File: src/rtl/cmp_pipe.sv
// Pipelined unsigned comparator: operands split into SEG-bit segments, evaluated LSB-first,
// one segment per stage as a registered eq/lt carry chain. Runtime op select, CE stall, match count.
module cmp_pipe #(
    parameter int unsigned WIDTH = 16,
    parameter int unsigned SEG   = 4,
    parameter int unsigned CNT_W = 8
) (
    input  logic             CLK,
    input  logic             RESET,
    input  logic             CE,
    input  logic             in_valid,
    input  logic [WIDTH-1:0] I0,
    input  logic [WIDTH-1:0] I1,
    input  logic [1:0]       op,
    output logic             out_valid,
    output logic             O,
    output logic [CNT_W-1:0] match_count
);

    localparam int unsigned NSTAGE = (WIDTH + SEG - 1) / SEG;
    localparam int unsigned PW     = NSTAGE * SEG;

    logic [PW-1:0] a_pad, b_pad;

    always_comb begin
        a_pad = '0;
        b_pad = '0;
        a_pad[WIDTH-1:0] = I0;
        b_pad[WIDTH-1:0] = I1;
    end

    // Per-stage view of the operand segment and of the incoming chain state.
    logic [SEG-1:0] seg_a [NSTAGE];
    logic [SEG-1:0] seg_b [NSTAGE];
    logic           eq_in [NSTAGE];
    logic           lt_in [NSTAGE];
    logic           vld_in[NSTAGE];
    logic [1:0]     op_in [NSTAGE];

    assign seg_a[0]  = a_pad[SEG-1:0];
    assign seg_b[0]  = b_pad[SEG-1:0];
    assign eq_in[0]  = 1'b1;
    assign lt_in[0]  = 1'b0;
    assign vld_in[0] = in_valid;
    assign op_in[0]  = op;

    // Segment j needs j delay registers so it meets its chain at stage j.
    for (genvar j = 1; j < NSTAGE; j++) begin : g_skew
        logic [SEG-1:0] dly_a [j];
        logic [SEG-1:0] dly_b [j];

        always_ff @(posedge CLK) begin
            if (RESET) begin
                for (int d = 0; d < j; d++) begin
                    dly_a[d] <= '0;
                    dly_b[d] <= '0;
                end
            end else if (CE) begin
                dly_a[0] <= a_pad[j*SEG +: SEG];
                dly_b[0] <= b_pad[j*SEG +: SEG];
                for (int d = 1; d < j; d++) begin
                    dly_a[d] <= dly_a[d-1];
                    dly_b[d] <= dly_b[d-1];
                end
            end
        end

        assign seg_a[j] = dly_a[j-1];
        assign seg_b[j] = dly_b[j-1];
    end

    for (genvar i = 0; i < NSTAGE; i++) begin : g_stage
        logic seg_eq, seg_lt, eq_n, lt_n;

        assign seg_eq = (seg_a[i] == seg_b[i]);
        assign seg_lt = (seg_a[i] < seg_b[i]);
        assign eq_n   = eq_in[i] & seg_eq;
        // A higher segment overrides whatever the lower segments decided.
        assign lt_n   = seg_lt | (seg_eq & lt_in[i]);

        if (i < NSTAGE - 1) begin : g_mid
            logic       eq_q, lt_q, vld_q;
            logic [1:0] op_q;

            always_ff @(posedge CLK) begin
                if (RESET) begin
                    eq_q  <= 1'b0;
                    lt_q  <= 1'b0;
                    vld_q <= 1'b0;
                    op_q  <= 2'b00;
                end else if (CE) begin
                    eq_q  <= eq_n;
                    lt_q  <= lt_n;
                    vld_q <= vld_in[i];
                    op_q  <= op_in[i];
                end
            end

            assign eq_in[i+1]  = eq_q;
            assign lt_in[i+1]  = lt_q;
            assign vld_in[i+1] = vld_q;
            assign op_in[i+1]  = op_q;
        end else begin : g_out
            logic res, hit;

            always_comb begin
                res = 1'b0;
                case (op_in[i])
                    2'b00:   res = eq_n;
                    2'b01:   res = ~eq_n;
                    2'b10:   res = lt_n;
                    2'b11:   res = lt_n | eq_n;
                    default: res = 1'b0;
                endcase
            end

            assign hit = vld_in[i] & res;

            always_ff @(posedge CLK) begin
                if (RESET) begin
                    out_valid   <= 1'b0;
                    O           <= 1'b0;
                    match_count <= '0;
                end else if (CE) begin
                    out_valid <= vld_in[i];
                    O         <= hit;
                    if (hit && (match_count != {CNT_W{1'b1}})) begin
                        match_count <= match_count + CNT_W'(1);
                    end
                end
            end
        end
    end

endmodule

File: config.mk
export PLATFORM = sky130hd
export DESIGN_NAME = cmp_pipe
export DESIGN_NICKNAME = d
export VERILOG_FILES = /design/src/rtl/cmp_pipe.sv
export SDC_FILE = /design/constraint.sdc
export NUM_CORES = 1
export LEC_CHECK = 0
export CELL_PAD_IN_SITES_DETAIL_PLACEMENT = 1
export CELL_PAD_IN_SITES_GLOBAL_PLACEMENT = 2
export CORE_ASPECT_RATIO = 1.4
export CORE_MARGIN = 1.5
export CORE_UTILIZATION = 30
export CTS_CLUSTER_SIZE = 28
export DETAILED_ROUTE_END_ITERATION = 8
export GPL_TIMING_DRIVEN = 0
export PLACE_DENSITY_LB_ADDON = 0.1
export SYNTH_ARGS = -nofsm -noshare
export SYNTH_HDL_FRONTEND = slang
export SYNTH_SLANG_ARGS = --single-unit
File: constraint.sdc
create_clock -name CLK -period 3 [get_ports CLK]
set_clock_uncertainty 0.2 [all_clocks]
set_input_delay 0.6 -clock CLK [delete_from_list [all_inputs] [get_ports CLK]]
set_output_delay 0.6 -clock CLK [all_outputs]
set_load 0.02 [all_outputs]
# After elaboration in Yosys (flattened, before gate mapping)
# Memories as Yosys holds them, arrays and structs flattened.
# Index checks and enable logic that the tools add are counted.
word_totals:
  n_memories: 6
  ff_bits: 25
  output_inout_bits: 10
  in_bits: 38
  word_cells: 81
  ram_bits: 48
classes:
  eq_ne: 8
  n_addsub: 1
  reduce_logical: 5
  muxes: 20
  bitwise_logic: 22
  magnitude_cmp: 4
mem_list:
  columns: ["memory", "depth", "word_bits", "rd", "rd_ports_with_merged_regs", "write_ports", "line_no", "text"]
  rows:
  - ["g_skew[3].dly_a", 3, 4, 3, 0, 3, "49", "logic [SEG-1:0] dly_a [j];"]
  - ["g_skew[3].dly_b", 3, 4, 3, 0, 3, "50", "logic [SEG-1:0] dly_b [j];"]
  - ["g_skew[2].dly_a", 2, 4, 2, 0, 2, "49", null]
  - ["g_skew[2].dly_b", 2, 4, 2, 0, 2, "50", null]
  - ["g_skew[1].dly_a", 1, 4, 1, 0, 1, "49", null]
  - ["g_skew[1].dly_b", 1, 4, 1, 0, 1, "50", null]
op_table:
  columns: ["op", "n"]
  rows:
  - ["$mux W4", 12]
  - ["$eq A4 B4 Y1", 4]
  - ["$lt A4 B4 Y1", 4]
  - ["$or A1 B1 Y1", 14]
  - ["$add A8 B1 Y8 const B", 1]
  - ["$ne A8 B8 Y1 const B", 1]
  - ["$reduce_or A4 Y1", 2]
  - ["$and A1 B1 Y1", 7]
  - ["$mux W1", 7]
  - ["$eq A2 B2 Y1 const B", 2]
  - ["$pmux W1 S4", 1]
  - ["$eq A2 B1 Y1 const B", 1]
  - ["$logic_not A2 Y1", 1]
  - ["$reduce_and A2 Y1", 1]
  - ["$logic_and A1 B1 Y1", 1]
  - ["$not A1 Y1", 1]

# Logic depth before layout (Yosys ltp)
# Gate-level depths: netlist (run 1).
# An unclocked memory read counts as a cell.
logic_depth:
  depth_word: 9
  mapped_depth: 8
  mapped_depth_nobuf: 8

# Worst setup path after synthesis (run 1)
# No wires, ideal clock.
synth_path:
  path_kind: "input-to-reg"
  startpoint: "input CE"
  endpoint: "memory g_skew[1].dly_a[0][0], enable pin"
  t_required_ps: 2416
  slack_ps: 501
  t_arrival_ps: 1915
  path_stages: 3
  n_path_buf: 2
  setup_time_ps: 384
  cell_sequence: "buf_2 -> buf_1 -> or2_2"
synth_between:
  elab_chain_len: 5
synth_rtl:
  columns: ["item", "line_no", "text"]
  rows:
  - ["from (decl)", "10", "input logic CE,"]
  - ["$mux W1 (*)", "58", "end else if (CE) begin"]
  - ["$mux W1 (*)", "53", "if (RESET) begin"]
  - ["$mux W1 (implied by the code) (*)", "59", "dly_a[0] <= a_pad[j*SEG +: SEG];"]
  - ["$reduce_or A4 Y1 (no line)", null, null]
  - ["$mux W1 (no line) (*)", null, null]
  - ["to (decl)", "49", null]
# Mark *: on every way between the ends. The rest lies on a longest branch, timed or not.

# Worst setup path after layout (run 1)
layout_path:
  startpoint: "input CE"
  endpoint: "memory g_skew[1].dly_a[0][3], enable pin"
# The elaborated chain is that of the path after synthesis.

==> results of run 1 <==
-- logic make-up after synthesis --
kind of cell	Yosys count	share of synthesized area [%]
AOI/OAI and AO/OA	27	4.97
xor gates and xnor gates	3	0.829
adders and majority gates	17	6.71
buffers and inverters	28	3.36
DFF	73	61.3
muxes	13	4.15
and+or+nand+nor	106	18.7
-- worst paths after layout --
path | depth (start not counted) | to | startpoint
hold reg to reg | 2 | O | O
setup reg to reg | 7 | match_count[7] | g_skew[3].dly_b[0][8]
setup / recovery | 4 | g_skew[1].dly_a[0][3] | CE
hold / removal | 2 | O | O
-- cell type report --
class	instances	area, um2
buffer	10	38.8
clock buffer	10	229
clock inverter	5	47.5
fill	1166	6270
inverter	18	67.6
multi-input combinational	166	1120
sequential	73	1940
tap	138	173
timing repair buffer	46	460
-- through the flow --
step           hold slack, ns  power [mW]  TNS, ns
2_1_floorplan           0.242        1.27        0
3_3_place_gp            0.258        1.35   -23.07
3_5_place_dp            0.268        1.36   -25.29
4_1_cts                 0.276        2.39        0
5_1_grt                 0.305        2.45        0
6_report                0.269        2.35        0
-- tightest hold or removal path, stage by stage, from the launching register on --
cell     delay, ns
dfxtp_1       0.31
nand2_1       0.05
a21oi_1       0.05
-- what timing repair did --
action	CTS	global route
setup endpoints to repair	48	0
endpoints found under the hold margin	0	0
gates resized for setup	1	0
setup buffers	0	0
hold buffers	0	0
-- layer usage --
layer,up-vias,global-route usage (%)
met4,0,6.44
met2,36,20.4
met1,980,11.8
li1,1044,-
met3,12,3.54
met5,-,0
-- state kept, by name, indices dropped and copies added (netlist names) --
register             count
O                        1
g_skew.dly_a            24
match_count              8
g_stage.g_mid.lt_q       3
g_skew.dly_b            24
out_valid                1
g_stage.g_mid.op_q       6
g_stage.g_mid.vld_q      3
g_stage.g_mid.eq_q       3
-- cells in the final DEF, fill, tap and decap left out, types with 3 or more instances in the layout --
cell,count
nor2b_1,3
nand3_1,6
ha_1,17
nand2_1,6
dfxtp_1,25
clkbuf_1,9
a21oi_1,14
inv_1,18
and2_1,48
clkdlybuf4s50_1,46
o21ai_0,5
nand4_1,3
nor2_1,24
xor2_1,3
edfxtp_1,48
mux2i_1,12
nand2b_1,4
clkbuf_16,9
-- power groups by stage --
stage / Combinational [mW] / Sequential [mW] / Clock [mW]
2_1_floorplan: 0.106 / 1.16 / 0
6_report: 0.181 / 1.15 / 1.02
4_1_cts: 0.188 / 1.15 / 1.05
3_5_place_dp: 0.187 / 1.17 / 0
3_3_place_gp: 0.183 / 1.17 / 0
5_1_grt: 0.208 / 1.15 / 1.09
==> metrics.yaml, run 1 <==
syn_inst: 267
utilization_pct: 39.4
via_count: 2072
critPathTopFamily: "buffers and inverters"
grt_pass1_vias: 2151
first_iter_violations: 53
relSlewSlack_pct: 56.8
setup_viol: 0
start_kind: "input pin"
die_w_um: 89.9
fin_crit_sh_pct: 92.4
synthTopCellsByCount: "and2_1, edfxtp_1, dfxtp_1"
pwr-share-seq_pct: 48.8
switching_power_mw: 0.492
drc: 0
worstPathArrival_ns: 2.53
dieArea_mm2: 0.0112
hpwl_mm: 4.00
syn_area_mm2: 0.00317
cts_root_buffer: "clkbuf_16"
grt_max_degree: 49
syn_area_per_cell_um2: 11.9
antenna_found_initial: 0
met3_length_um: 224
rows: 44
status: "completed"
yosysTopAreaCellShare_pct: 45.5
cp_slowest_cell: "or2_4"
path_buf_inv: 3
required_ns: 2.76
hold_viol: 0
fmax_mhz: 361
postRouteAntennaNets: 0
crit_type: "in2reg"
areaGrowthSynthToFinish_pct: 28.8
crit_fanout: 48
avgRoutedWirePerCell_um: 12.2
yosysWarnings: 0
wl_met1_mm: 2.38
ys_seq_elements: 73
critPathMaxStageDelay_ns: 0.65
drive_gt1_share_pct: 5.49
nNetsFinal: 379
switching_share_pct: 20.9
antenna_cells: 0
grt_usage_pct: 11.4
ys_seq_area_share_pct: 61.3
gp_congestion: 0.695
final.min_clock_period_ns: 2.77
port_buffers: 46
vdd_drop_max_mv: 0.268
syn_nets: 322
routed-wl-met2_mm: 2.95
crit_path_end_kind: "flip-flop"
initial_core_util_pct: 30.6
synth_edf_count: 48
synth_async_sr_flop_share_pct: 0
htreeDepth: 3
setup_slack_ns: 0.227
place_ws_ns: -0.515
synth_ff_type: "edfxtp_1"
viasPerCell: 4.45
grt_pass1_wl_mm: 9.92
ios: 48
grt_overflow_total: 0
pwr-share-clk_pct: 43.5
clk_pin_slew_ns: 0.06
synthTopCellsByArea: "edfxtp_1, dfxtp_1, and2_1"
drt-pass1-iter-count: 3
finalMaxSlewViolations: 0
combPwrFrac_pct: 7.7
placed_cell_area_mm2: 0.00380
cts_tree: "built"
dp_cells: 451
p_leak_nw: 1.59
fp.dieH_um: 125
synth_cell_types: 34
wl_mm: 5.70
cts_buffers: 9
final_cells: 466
clock-sinks: 73
power.density_mw_per_mm2: 576
highest_layer: "met4"
path_cells: "clkdlybuf4s50_1, buf_2, buf_1, or2_4"
worstHoldPathType: "reg2reg"
clockBufferDepth: 2
regToRegSetupSlack_ns: 0.48
rsz0062_at_grt: "no"
coreArea_mm2: 0.0103
cap_violations: 0
design_area_mm2: 0.00408
insertion_delay_ns: 0.33
cell_internal_pwr_mw: 1.86
yosys.area.top_type: "edfxtp_1"
worst-slew-pin-transition_ns: 0.648
(Power assumes the default switching activity.)
==> run 2, diff against run 1 <==
--- a/config.mk
+++ b/config.mk
@@ -5,6 +5,7 @@
 export SDC_FILE = /design/constraint.sdc
 export NUM_CORES = 1
 export LEC_CHECK = 0
+export CAP_MARGIN = 15
 export CELL_PAD_IN_SITES_DETAIL_PLACEMENT = 1
 export CELL_PAD_IN_SITES_GLOBAL_PLACEMENT = 2
 export CORE_ASPECT_RATIO = 1.4
@@ -13,7 +14,7 @@
 export CTS_CLUSTER_SIZE = 28
 export DETAILED_ROUTE_END_ITERATION = 8
 export GPL_TIMING_DRIVEN = 0
-export PLACE_DENSITY_LB_ADDON = 0.1
+export PLACE_DENSITY = 0.73
 export SYNTH_ARGS = -nofsm -noshare
 export SYNTH_HDL_FRONTEND = slang
 export SYNTH_SLANG_ARGS = --single-unit
==> run 2 against run 1 <==
Cell area rose by 0.80%. Die area unchanged. Sequential share of layout area decreased by 0.38 points. Global-route usage shrank 0.61 points. First-iteration DRC count is 3.8% higher. Sequential power barely moved. Cell count unchanged. Largest power group unchanged. Power is 3.7% higher. Clock power is 9% higher. Flip-flop and latch count stayed put. Fmax grew 1.0%. Clock-buffer cell count down 1.
==> metrics.yaml, run 2 (synthesis gave the netlist of run 1 again) <==
fp.dieH_um: 125  # unchanged
dieArea_mm2: 0.0112  # unchanged
utilization_pct: 39.7  # +0.31 points
p_leak_nw: 1.60  # +0.49%
wl_mm: 5.53  # -3.0%
first_iter_violations: 55  # +3.8%
cts_root_buffer: "clkbuf_16"
avgRoutedWirePerCell_um: 11.9  # -3.0%
required_ns: 2.76  # about the same
via_count: 2089  # +0.82%
cap_violations: 0  # unchanged
multi_input_area_mm2: 0.00112  # unchanged
grt_max_degree: 49  # unchanged
placed_cell_area_mm2: 0.00380  # unchanged
switching_power_mw: 0.492  # about the same
gp_congestion: 0.716  # +2.9%
drc: 0  # unchanged
die_w_um: 89.9  # unchanged
worst-slew-pin-transition_ns: 0.649  # +0.000832 ns
port_buffers: 46  # unchanged
combPwrFrac_pct: 7.4  # -0.3 points
finalMaxSlewViolations: 0  # unchanged
grt_usage_pct: 10.8  # -0.61 points
initial_core_util_pct: 30.6  # unchanged
final.min_clock_period_ns: 2.74  # -0.0280 ns
htreeDepth: 3  # unchanged
grt_overflow_total: 0  # unchanged
grt_pass1_wl_mm: 9.45  # -4.7%
crit_fanout: 48  # unchanged
regArea_mm2: 0.00194  # unchanged
hpwl_mm: 3.98  # -0.65%
status: "completed"
pwr-share-seq_pct: 47.1  # -1.7 points
crit_path_end_kind: "flip-flop"
drt-pass1-iter-count: 4  # +1
fill_cells: 1166  # unchanged
cts_resized: 1  # unchanged
crit_type: "in2reg"
rows: 44  # unchanged
cts_hold_buf: 0  # unchanged
fmax_mhz: 364  # +1.0%
nNetsFinal: 379  # unchanged
reg_top3: "g_skew.dly_a x24, g_skew.dly_b x24, match_count x8"
switching_share_pct: 20.2  # -0.76 points
antenna_cells: 0  # unchanged
cts_setup_buffers: 0  # unchanged
fin_setup_tns_ns: 0  # unchanged
hold_viol: 0  # unchanged
areaGrowthSynthToFinish_pct: 29.8
setup_slack_ns: 0.255  # +0.0280 ns
clockBufferDepth: 2  # unchanged
power.density_mw_per_mm2: 593  # +2.9%
worstHoldPathType: "reg2reg"
design_area_mm2: 0.00411  # +0.80%
start_kind: "input pin"
setup_viol: 0  # unchanged
ios: 48  # unchanged
final_cells: 466  # unchanged
coreArea_mm2: 0.0103  # unchanged
power_mw: 2.44  # +3.7%
place_ws_ns: -0.436  # +0.0790 ns
cts_tree: "built"
layout_common_cells: "and2_1, edfxtp_1, clkdlybuf4s50_1"
grt_pass1_vias: 2128  # -1.1%
pwr-share-clk_pct: 45.5  # +2.0 points
worstPathArrival_ns: 2.50  # -0.03 ns
clock-sinks: 73  # unchanged
drive_gt1_share_pct: 6.10  # +0.61 points
viasPerCell: 4.48  # +0.82%
fin_crit_sh_pct: 91.5  # -0.93 points
insertion_delay_ns: 0.33  # about the same
rsz0062_at_grt: "no"
relSlewSlack_pct: 56.8  # about the same
clk_pin_slew_ns: 0.06  # about the same
dp_cells: 451  # unchanged
postRouteAntennaNets: 0  # unchanged
cts_buffers: 9  # unchanged
antenna_found_initial: 0  # unchanged
cell_internal_pwr_mw: 1.95  # +4.7%
fin_hold_ws_ns: 0.264  # -0.00508 ns
vdd_drop_max_mv: 0.534  # +99%
==> run 2: cell count changes in the layout (fill, tap and decap cells not counted), sizes merged <==
| cell | change |
|---|---|
| clkbuf | -1 |
| clkinvlp | +2 |
| clkinv | -2 |
| bufinv | +1 |
==> run 2: routing by layer <==
metal | vias up | global-route usage, % | wire [um]
met5 | - | 0 | 0
met1 | 1008 | 10.6 | 2170
li1 | 1037 | - | -
met3 | 10 | 3.36 | 219
met4 | 0 | 5.60 | 131
met2 | 34 | 20.1 | 3010
==> run 2: worst max-delay path, cell delays in order <==
cell and delay [ns]:
clkdlybuf4s50_1 0.48, buf_2 0.27, buf_1 0.48, or2_4 0.65
==> run 2: layout make-up <==
| cell class | count | share of cell area [%] |
|---|---|---|
| Clock inverter | 6 | 2.04 |
| Multi-Input combinational cell | 166 | 27.3 |
| Buffer | 10 | 0.943 |
| Clock buffer | 9 | 5.47 |
| Tap cell | 138 | 4.20 |
| Timing Repair Buffer | 46 | 11.2 |
| Inverter | 18 | 1.64 |
| Sequential cell | 73 | 47.2 |
==> run 2: final timing paths <==
kind | depth (start not counted) | from | slack (ns) | to
max | 4 | CE | 0.26 | g_skew[1].dly_b[0][0]
min | 2 | g_stage[1].g_mid.eq_q | 0.26 | g_stage[1].g_mid.eq_q
max reg2reg | 7 | g_skew[3].dly_b[0][8] | 0.48 | match_count[7]
min reg2reg | 2 | g_stage[1].g_mid.eq_q | 0.26 | g_stage[1].g_mid.eq_q
==> run 2: power groups by stage <==
stage	Sequential, mW	Clock, mW	Combinational (mW)
2_1_floorplan	1.16	0	0.106
3_3_place_gp	1.17	0	0.181
3_5_place_dp	1.17	0	0.185
4_1_cts	1.15	1.15	0.186
5_1_grt	1.15	1.19	0.206
6_report	1.15	1.11	0.180
==> run 3, diff against run 2 <==
--- a/config.mk
+++ b/config.mk
@@ -18,3 +18,4 @@
 export SYNTH_ARGS = -nofsm -noshare
 export SYNTH_HDL_FRONTEND = slang
 export SYNTH_SLANG_ARGS = --single-unit
+export TNS_END_PERCENT = 20
==> results of run 3 <==
No change in the layout: final DEF, timing and power equal those of run 2.
==> RTL edit, RTL diff (config.mk and constraints of run 3) <==
Reset style: asynchronous (`RESET`), changed in 3 clocked blocks.
--- a/src/rtl/cmp_pipe.sv
+++ b/src/rtl/cmp_pipe.sv
@@ -49,7 +49,7 @@
         logic [SEG-1:0] dly_a [j];
         logic [SEG-1:0] dly_b [j];
 
-        always_ff @(posedge CLK) begin
+        always_ff @(posedge CLK or posedge RESET) begin
             if (RESET) begin
                 for (int d = 0; d < j; d++) begin
                     dly_a[d] <= '0;
@@ -82,7 +82,7 @@
             logic       eq_q, lt_q, vld_q;
             logic [1:0] op_q;
 
-            always_ff @(posedge CLK) begin
+            always_ff @(posedge CLK or posedge RESET) begin
                 if (RESET) begin
                     eq_q  <= 1'b0;
                     lt_q  <= 1'b0;
@@ -116,7 +116,7 @@
 
             assign hit = vld_in[i] & res;
 
-            always_ff @(posedge CLK) begin
+            always_ff @(posedge CLK or posedge RESET) begin
                 if (RESET) begin
                     out_valid   <= 1'b0;
                     O           <= 1'b0;
Function: differs if RESET is asserted again (counterexample within 10 cycles, from zero or initial values and one cycle with RESET high); with RESET held inactive, the same outputs for 10 cycles.
==> RTL edit against run 3 <==
  * Register-to-register slack better by 0.20 ns
  * Synthesized area grew 2.1%
  * Design area increased by 2.5%
  * Critical path type is now reg -> reg
  * Sequential cell count stayed put
  * Routed wire length increased by 16%
  * Worst setup slack better by 0.42 ns
Power is not compared: it rests on default switching activity, and its combinational part moved more than twofold at a synthesized area within 25%.
==> RTL edit: results (changes against run 3) <==
Post-synth ARST share=100.0% (was 0%); Post-CTS Setup Repair Bufs=0 (unchanged); first-pass GRT wire length=11,200 um (was 9446 um); critical-path maximum fanout=8 (was 48); Nets=365 (was 379); via count=2,095 (was 2,089); family with the most delay on the worst path=simple AND/OR/NAND/NOR gates (was buffers and inverters); clock buffer depth=2 (unchanged); vias in the first global route=2,389 (was 2,128); clk slew on worst S/H paths=0.05 ns; Area after DPL=3900 um^2 (was 3802 um^2); final wirelength=6401 um (was 5526 um); met2 GRT Util=22.34% (was 20.12%); Distinct cells, synth=32 (was 34); ANT cells=0 (unchanged); TritonCTS buffer count=9 (unchanged); Post-Syn Nets=307 (was 322); CTS resizes=0 (was 1); Slowest cell on crit path=dfrtp_1 (was or2_4); dpl ws=0.6840 ns (was -0.4363 ns); hold slack=0.2822 ns (was 0.2642 ns); GR Util met3=3.321% (was 3.358%); H-tree levels=3 (unchanged); layout cells sized above 1=22.36% (was 6.098%); RePlAce Congestion=0.7442 (was 0.7155); initial antenna violation count=0 (unchanged); Hold WC Path Type=reg -> reg (unchanged); top cells by area, synth=dfrtp_1 56%, mux2_2 16%, ha_1 6.6% (was edfxtp_1 45%, dfxtp_1 16%, and2_1 9.5%); Worst-Skew Late Latency=0.33 ns (about the same); Top Registers=g_skew.dly_a (24), g_skew.dly_b (24), match_count (8) (unchanged); Final HPWL DP=4604 um (was 3978 um); synth cell count leaders=73 x dfrtp_1, 47 x mux2_2, 23 x inv_1 (was 48 x and2_1, 48 x edfxtp_1, 25 x dfxtp_1); DRT iter0 DRCs=39 (was 55); register area share after synthesis=56.44% (was 61.27%); kind of critical path=reg -> reg (was in -> reg); Tot GR Track Use=12.67% (was 10.83%); leakage power=~0.0018 uW; Crit path largest cell delay=0.39 ns (was 0.65 ns); f_max=0.4307 GHz (was 0.3643 GHz); synth warn=0 (unchanged); Arr. time, crit path=2.33 ns (was 2.50 ns); outcome=finished, final reports clean (unchanged); clock root buffer=clkbuf_16 (unchanged); VDD IR-drop max=0.3276 mV; met1 Resource Use GR=13.45% (was 10.65%); pin count of the biggest net entering global routing=52 (was 49); iteration count of the initial detailed-routing pass=5 (was 4); Port Buffer Count=46 (unchanged); Rel. slew slack=59.63% (was 56.76%)
[RTL edit: path summary, 6_finish.rpt]
kind                                       start                    end  cells after the start
min in group asynchronous                  RESET         match_count[6]                      2
setup / recovery              g_skew[3].dly_a[3]         match_count[7]                      6
hold reg to reg            g_stage[1].g_mid.lt_q  g_stage[1].g_mid.lt_q                      1
hold / removal             g_stage[1].g_mid.lt_q  g_stage[1].g_mid.lt_q                      1
max in group asynchronous                  RESET     g_skew[3].dly_a[7]                      3
setup reg to reg              g_skew[3].dly_a[3]         match_count[7]                      6
[RTL edit: power by group]
part / internal [uW] / switching, uW / total, uW
Sequential: 1130 / 112 / 1240
Combinational: 296 / 254 / 550
Clock: 762 / 380 / 1140
[RTL edit: cell type report]
class	count	area (um^2)
clock inverters	3	65.06
clock buffers	11	252.7
flip-flops and latches	73	1827
fillers	1113	6242
inverters	23	88.84
well taps	138	172.7
repair buffers	47	488.0
multi-input cells	147	1289
plain buffers	9	35.03
[RTL edit: metal layers]
| layer | wire length [um] | vias to the layer above |
|---|---|---|
| met5 | 0 | - |
| met4 | 166 | 0 |
| met3 | 235 | 14 |
| met2 | 3397 | 36 |
| met1 | 2602 | 1056 |
| li1 | - | 989 |
[RTL edit: kinds of logic (layout without fill, tap and decap cells)]
family / after synthesis / count (layout) / share of synthesized area (%)
fa+ha+maj: 17 / 17 / 6.571
flops: 73 / 73 / 56.44
simple gates: 42 / 42 / 7.383
mux: 51 / 51 / 17.82
buf+inv: 32 / 93 / 3.749
compound gates: 32 / 32 / 6.688
xor+xnor: 5 / 5 / 1.353
[RTL edit: stage by stage]
step / util, % / std cells
floorplan: - / 252
global placement: 37.00 / 436
detailed placement: 37.28 / 437
CTS: 40.32 / 451
global route: 40.32 / 451
finish: 40.32 / 451
